$ cat src/rtl/dsp_wb_arb_pkg.sv
// Shared definitions for the register-file writeback arbiter: word and
// address widths, their types, and the arbiter FSM state encodings.
package dsp_wb_arb_pkg;

    localparam int REG_WORD_LEN = 16;
    localparam int REG_ADDR_LEN = 5;

    typedef logic [REG_WORD_LEN-1:0] reg_word_t;
    typedef logic [REG_ADDR_LEN-1:0] reg_addr_t;

    // IDLE: no external write pending; WAIT: external write blocked by the
    // pipeline; STALL: pipe_stall is out, external write is being forced.
    localparam logic [1:0] ST_IDLE  = 2'd0;
    localparam logic [1:0] ST_WAIT  = 2'd1;
    localparam logic [1:0] ST_STALL = 2'd2;

endpackage

$ cat src/rtl/dsp_wb_arb_if.sv
// Bus bundle between the pipeline WB stage / external host and the
// register-file write arbiter.
//
// Handshakes: wb_en is a one-cycle write with no back-pressure (always
// accepted). ext_req is a level request with ext_addr/ext_data stable while
// high; the arbiter answers with a one-cycle ext_ack in the same cycle the
// external write shows on rf_we, and the requester drops ext_req the cycle
// after. pipe_stall asks the pipeline to hold wb_en low.
interface dsp_wb_arb_if;
    import dsp_wb_arb_pkg::*;

    logic      wb_en;
    reg_addr_t wb_addr;
    reg_word_t wb_data;
    logic      ext_req;
    reg_addr_t ext_addr;
    reg_word_t ext_data;
    logic      ext_ack;
    logic      pipe_stall;
    logic      rf_we;
    reg_addr_t rf_addr;
    reg_word_t rf_wdata;
    logic      stall_err;

    modport slave (
        input  wb_en, wb_addr, wb_data, ext_req, ext_addr, ext_data,
        output ext_ack, pipe_stall, rf_we, rf_addr, rf_wdata, stall_err
    );

    modport master (
        output wb_en, wb_addr, wb_data, ext_req, ext_addr, ext_data,
        input  ext_ack, pipe_stall, rf_we, rf_addr, rf_wdata, stall_err
    );

endinterface

$ cat src/rtl/dsp_wb_arb.sv
// Register-file write-port arbiter. The pipeline always wins; an external
// requester waits, and after STARVE_LIMIT blocked cycles the pipeline is
// asked to stall for one cycle so the external write can go through.
// Winner is registered onto rf_we/rf_addr/rf_wdata (latency 1).
module dsp_wb_arb
    import dsp_wb_arb_pkg::*;
#(
    parameter int STARVE_LIMIT = 3
) (
    input  logic        clk,
    input  logic        rst_n,
    dsp_wb_arb_if.slave bus,
    output logic [1:0]  dbg_state
);

    localparam int CNT_W = $clog2(STARVE_LIMIT + 1);
    localparam logic [CNT_W-1:0] CNT_MAX = '1;
    localparam logic [CNT_W-1:0] CNT_LIM = CNT_W'(STARVE_LIMIT);

    logic [1:0]       state, state_n;
    logic [CNT_W-1:0] cnt, cnt_n, cnt_inc;
    logic             stall_n;
    logic             ext_ok;
    logic             grant_ext;

    // The request is ignored in its ack cycle: the requester still holds it
    // high there, and honouring it would write the same data twice.
    assign ext_ok    = bus.ext_req && !bus.ext_ack;
    assign grant_ext = !bus.wb_en && ext_ok;
    assign cnt_inc   = (cnt == CNT_MAX) ? cnt : cnt + 1'b1;
    assign dbg_state = state;

    // Next-state / starve-counter logic.
    always_comb begin
        state_n = state;
        cnt_n   = cnt;
        stall_n = 1'b0;
        if (!ext_ok || grant_ext) begin
            // Nothing pending, or the external write goes out now.
            state_n = ST_IDLE;
            cnt_n   = '0;
        end else if (state == ST_STALL) begin
            // Pipeline ignored the stall: it still wins, starve count restarts.
            state_n = ST_WAIT;
            cnt_n   = '0;
        end else if (cnt_inc >= CNT_LIM) begin
            state_n = ST_STALL;
            cnt_n   = cnt_inc;
            stall_n = 1'b1;
        end else begin
            state_n = ST_WAIT;
            cnt_n   = cnt_inc;
        end
    end

    // FSM state, counter and the registered stall request.
    always_ff @(posedge clk or negedge rst_n) begin
        if (!rst_n) begin
            state          <= ST_IDLE;
            cnt            <= '0;
            bus.pipe_stall <= 1'b0;
        end else begin
            state          <= state_n;
            cnt            <= cnt_n;
            bus.pipe_stall <= stall_n;
        end
    end

    // Registered register-file write port; address/data hold when idle.
    always_ff @(posedge clk or negedge rst_n) begin
        if (!rst_n) begin
            bus.rf_we    <= 1'b0;
            bus.rf_addr  <= '0;
            bus.rf_wdata <= '0;
            bus.ext_ack  <= 1'b0;
        end else begin
            bus.rf_we   <= bus.wb_en || grant_ext;
            bus.ext_ack <= grant_ext;
            if (bus.wb_en) begin
                bus.rf_addr  <= bus.wb_addr;
                bus.rf_wdata <= bus.wb_data;
            end else if (grant_ext) begin
                bus.rf_addr  <= bus.ext_addr;
                bus.rf_wdata <= bus.ext_data;
            end
        end
    end

    // Sticky flag: the pipeline wrote during the cycle it was told to stall.
    always_ff @(posedge clk or negedge rst_n) begin
        if (!rst_n) begin
            bus.stall_err <= 1'b0;
        end else if (state == ST_STALL && bus.wb_en) begin
            bus.stall_err <= 1'b1;
        end
    end

endmodule

$ cat src/flat_wrapper.sv
// flat-port wrapper written by rule: the top's interface ports become plain ports
module dsp_wb_arb_flat import dsp_wb_arb_pkg::*;
#(
    parameter int STARVE_LIMIT = 3
)
  (clk, rst_n, dbg_state, bus_wb_en, bus_wb_addr, bus_wb_data, bus_ext_req, bus_ext_addr, bus_ext_data, bus_ext_ack, bus_pipe_stall, bus_rf_we, bus_rf_addr, bus_rf_wdata, bus_stall_err);
  dsp_wb_arb_if bus_i ();
  input  logic clk;
  input  logic rst_n;
  output logic [1:0] dbg_state;
  input wire logic [$bits(bus_i.wb_en)-1:0] bus_wb_en;
  input wire logic [$bits(bus_i.wb_addr)-1:0] bus_wb_addr;
  input wire logic [$bits(bus_i.wb_data)-1:0] bus_wb_data;
  input wire logic [$bits(bus_i.ext_req)-1:0] bus_ext_req;
  input wire logic [$bits(bus_i.ext_addr)-1:0] bus_ext_addr;
  input wire logic [$bits(bus_i.ext_data)-1:0] bus_ext_data;
  output wire logic [$bits(bus_i.ext_ack)-1:0] bus_ext_ack;
  output wire logic [$bits(bus_i.pipe_stall)-1:0] bus_pipe_stall;
  output wire logic [$bits(bus_i.rf_we)-1:0] bus_rf_we;
  output wire logic [$bits(bus_i.rf_addr)-1:0] bus_rf_addr;
  output wire logic [$bits(bus_i.rf_wdata)-1:0] bus_rf_wdata;
  output wire logic [$bits(bus_i.stall_err)-1:0] bus_stall_err;
  assign bus_i.wb_en = bus_wb_en;
  assign bus_i.wb_addr = bus_wb_addr;
  assign bus_i.wb_data = bus_wb_data;
  assign bus_i.ext_req = bus_ext_req;
  assign bus_i.ext_addr = bus_ext_addr;
  assign bus_i.ext_data = bus_ext_data;
  assign bus_ext_ack = bus_i.ext_ack;
  assign bus_pipe_stall = bus_i.pipe_stall;
  assign bus_rf_we = bus_i.rf_we;
  assign bus_rf_addr = bus_i.rf_addr;
  assign bus_rf_wdata = bus_i.rf_wdata;
  assign bus_stall_err = bus_i.stall_err;
  dsp_wb_arb #(.STARVE_LIMIT(STARVE_LIMIT)) u_core (.clk(clk), .rst_n(rst_n), .bus(bus_i), .dbg_state(dbg_state));
endmodule
$ cat config.mk
export PLATFORM = sky130hd
export DESIGN_NAME = dsp_wb_arb_flat
export DESIGN_NICKNAME = d
export VERILOG_FILES = /design/src/rtl/dsp_wb_arb_pkg.sv /design/src/rtl/dsp_wb_arb_if.sv /design/src/rtl/dsp_wb_arb.sv /design/src/flat_wrapper.sv
export SDC_FILE = /design/constraint.sdc
export NUM_CORES = 1
export LEC_CHECK = 0
export CAP_MARGIN = 25
export CELL_PAD_IN_SITES_DETAIL_PLACEMENT = 0
export CELL_PAD_IN_SITES_GLOBAL_PLACEMENT = 1
export CORE_UTILIZATION = 32
export CTS_CLUSTER_DIAMETER = 120
export DETAILED_ROUTE_END_ITERATION = 8
export PLACE_DENSITY_LB_ADDON = 0.1
export SETUP_SLACK_MARGIN = 0.15
export SLEW_MARGIN = 20
export SYNTH_ARGS = -nofsm -noshare
export SYNTH_HDL_FRONTEND = slang
export SYNTH_SLANG_ARGS = --single-unit
$ cat constraint.sdc
create_clock -name clk -period 4.2 [get_ports clk]
set_clock_uncertainty 0.15 [all_clocks]
set_input_delay 0.84 -clock clk [delete_from_list [all_inputs] [get_ports clk]]
set_output_delay 0.84 -clock clk [all_outputs]
set_load 0.02 [all_outputs]
==> results.json <==
{
  "instances_no_fill": 213,
  "antenna_cells": 0,
  "r2r_setup_slack_ps": 2230,
  "dp_slack_ps": 1290,
  "overflow": 0,
  "rsz0062_at_grt": "false",
  "crit_buf_inv": 2,
  "yosysTopAreaCell": "dfrtp_1",
  "p_int_w": 0.000513,
  "ctsResizeCount": 0,
  "num_rows": 23,
  "finalSetupViolations": 0,
  "crit_path_max_incr_delay_ps": 660,
  "worst_hold_slack_ps": 319,
  "fin_crit_sh": 0.615,
  "clk_pin_slew_ps": 90,
  "grt_pass1_wl_mm": 4.49,
  "drt_first_iter_violations": 24,
  "r2r_cells": 4,
  "dieArea_mm2": 0.00455,
  "arrival_ps": 2600,
  "worstPathCellList": "clkdlybuf4s50_1, nand2b_1, nor2b_2, buf_6, mux2_2",
  "grt_max_degree": 29,
  "startpoint_type": "input pin",
  "hold_class": "flip-flop to flip-flop",
  "die_x_um": 67.4,
  "drc_errors": 0,
  "yosysWarnings": 0,
  "fmax_mhz": 387,
  "gp_congestion": 0.627,
  "clkPwrFrac": 0.240,
  "slew_violations": 0,
  "synth_top_area_frac": 0.511,
  "hold_depth": 1,
  "synth_cells": 90,
  "grt_pass1_vias": 974,
  "dr.pass1.iters": 4,
  "final_layout_size_suffix_gt1_frac": 0.301,
  "postRouteAntennaNets": 0,
  "syn_nets": 136,
  "clockBufferDepth": 2,
  "dieHeight_um": 67.4,
  "syn2layout_area_growth_pct": 59.0,
  "required_ps": 4210,
  "cts_tree": "done",
  "peakVddDrop_mv": 0.137,
  "postCtsSetupBuffers": 0,
  "htreeDepth": 1,
  "final.setup.worst_slack_ps": 1620,
  "num_vias": 988,
  "powerDensity_mw_per_mm2": 317,
  "max_cap_violations": 0,
  "worstSkewPairLatency_ps": 270,
  "io_buffer_count": 72,
  "tightest_slew_ps": 783,
  "wire_per_inst_um": 13.6,
  "period_needed_ps": 2580,
  "detail_route.vias_per_cell": 4.64,
  "seq_area_frac_synth": 0.511,
  "root_buffer": "clkbuf_8",
  "synthDistinctLibCells": 15,
  "worst-path-stages": 5,
  "cp-end-kind": "flip-flop",
  "antenna_found_initial": 0,
  "crit_start": "bus_ext_req",
  "cpLargestDelayFamily": "simple AND/OR/NAND/NOR gates",
  "cp-endpoint": "u_core.bus.rf_wdata[2]",
  "n_fill_cell": 329,
  "r2r-start": "u_core.bus.ext_ack",
  "setup_total_negative_slack_ps": 0,
  "crit_slowest_cell": "nor2b_2",
  "leakage_nw": 0.930,
  "pwr-share-comb": 0.308,
  "cts_hold_buf": 0,
  "hpwl_mm": 2.18,
  "maxSlewHeadroom": 0.476,
  "avgSynthCellArea_um2": 15.2,
  "grt_usage": 0.138,
  "critPathMaxFanout": 15,
  "finalWirelength_mm": 2.90,
  "outcome": "complete, no violations",
  "seq_power_share": 0.452,
  "r2r_end": "u_core.bus.rf_wdata[2]",
  "p_total_w": 0.000691,
  "pin_count": 73,
  "place_inst": 209,
  "nets": 210,
  "path_class": "input pin to flip-flop",
  "power.switching_w": 0.000178,
  "final_hold_viol_count": 0,
  "ys_ff_latch": 28,
  "cts_num_sinks": 28,
  "power_switching_share": 0.258,
  "initial_core_util": 0.338,
  "cts_made_buffers": 3,
  "syn_area_mm2": 0.00137,
  "synth.area.top_cells": "dfrtp_1, mux2_2, mux2_4",
  "core_area_mm2": 0.00406
}
## power groups by stage
stage | clock network [W] | registers (W) | logic [W]
after CTS | 0.000173 | 0.000312 | 0.000217
final | 0.000166 | 0.000312 | 0.000213
after global routing | 0.000182 | 0.000316 | 0.000227
after floorplan | 0 | 0.000352 | 0.0000669
after detailed placement | 0 | 0.000318 | 0.000216
after global placement | 0 | 0.000317 | 0.000211
## metrics by stage
step | cell area, um^2 | util
2_1_floorplan | 1370 | -
3_3_place_gp | 2110 | 0.521
3_5_place_dp | 2120 | 0.523
4_1_cts | 2180 | 0.537
5_1_grt | 2180 | 0.537
6_report | 2180 | 0.537
## placed cells by master (no fill, tap or decap), drive strengths merged
| master | count |
|---|---|
| nor2 | 4 |
| nor2b | 2 |
| dfrtp | 28 |
| clkbuf | 4 |
| mux2 | 42 |
| clkdlybuf4s50 | 72 |
| a211oi | 1 |
| nand2b | 1 |
| nand3b | 1 |
| nor3 | 2 |
| buf | 3 |
| inv | 2 |
| a21o | 1 |
## layer usage
layer | global-route usage | routed length (um) | up-vias
met5 | 0 | 0 | -
met4 | 0.0638 | 36 | 0
met3 | 0.0253 | 235 | 4
met2 | 0.234 | 1390 | 49
met1 | 0.169 | 1240 | 474
li1 | - | - | 461
## cells by family after synthesis
group           count (synthesis)  synth area share
buf+inv                         8            0.0466
simple gates                   10            0.0393
compound gates                  2            0.0110
flops                          28             0.511
mux                            42             0.392
## final cells by class
cell class / count / area (um^2) / share of cell area
clock buffer: 4 / 55.1 / 0.0253
inverter: 2 / 7.51 / 0.00345
multi-input combinational: 54 / 606 / 0.278
sequential: 28 / 701 / 0.322
tap: 50 / 62.6 / 0.0287
timing repair buffer: 75 / 747 / 0.343
## cells in the mapped netlist (all sizes together)
cell type	number
mux2	42
dfrtp	28
buf	6
nor2	4
inv	2
nor2b	2
nor3	2
a211oi	1
a21o	1
nand2b	1
nand3b	1
## registers in the layout, summed over array words and instances (netlist names)
name,cells
u_core.bus.rf_we,1
u_core.cnt,2
u_core.bus.rf_wdata,16
u_core.bus.rf_addr,5
u_core.bus.pipe_stall,1
u_core.dbg_state,1
u_core.bus.stall_err,1
u_core.bus.ext_ack,1
## worst min-delay path by stage
stage	startpoint	end	slack, ps
floorplan	u_core.cnt[0]	u_core.cnt[0]	280
global placement	u_core.cnt[0]	u_core.cnt[0]	300
detailed placement	u_core.bus.stall_err	u_core.bus.stall_err	300
CTS	u_core.bus.stall_err	u_core.bus.stall_err	320
global route	u_core.bus.stall_err	u_core.bus.stall_err	340
finish	u_core.bus.stall_err	u_core.bus.stall_err	320
No activity file was read; power rests on OpenSTA's default activity.
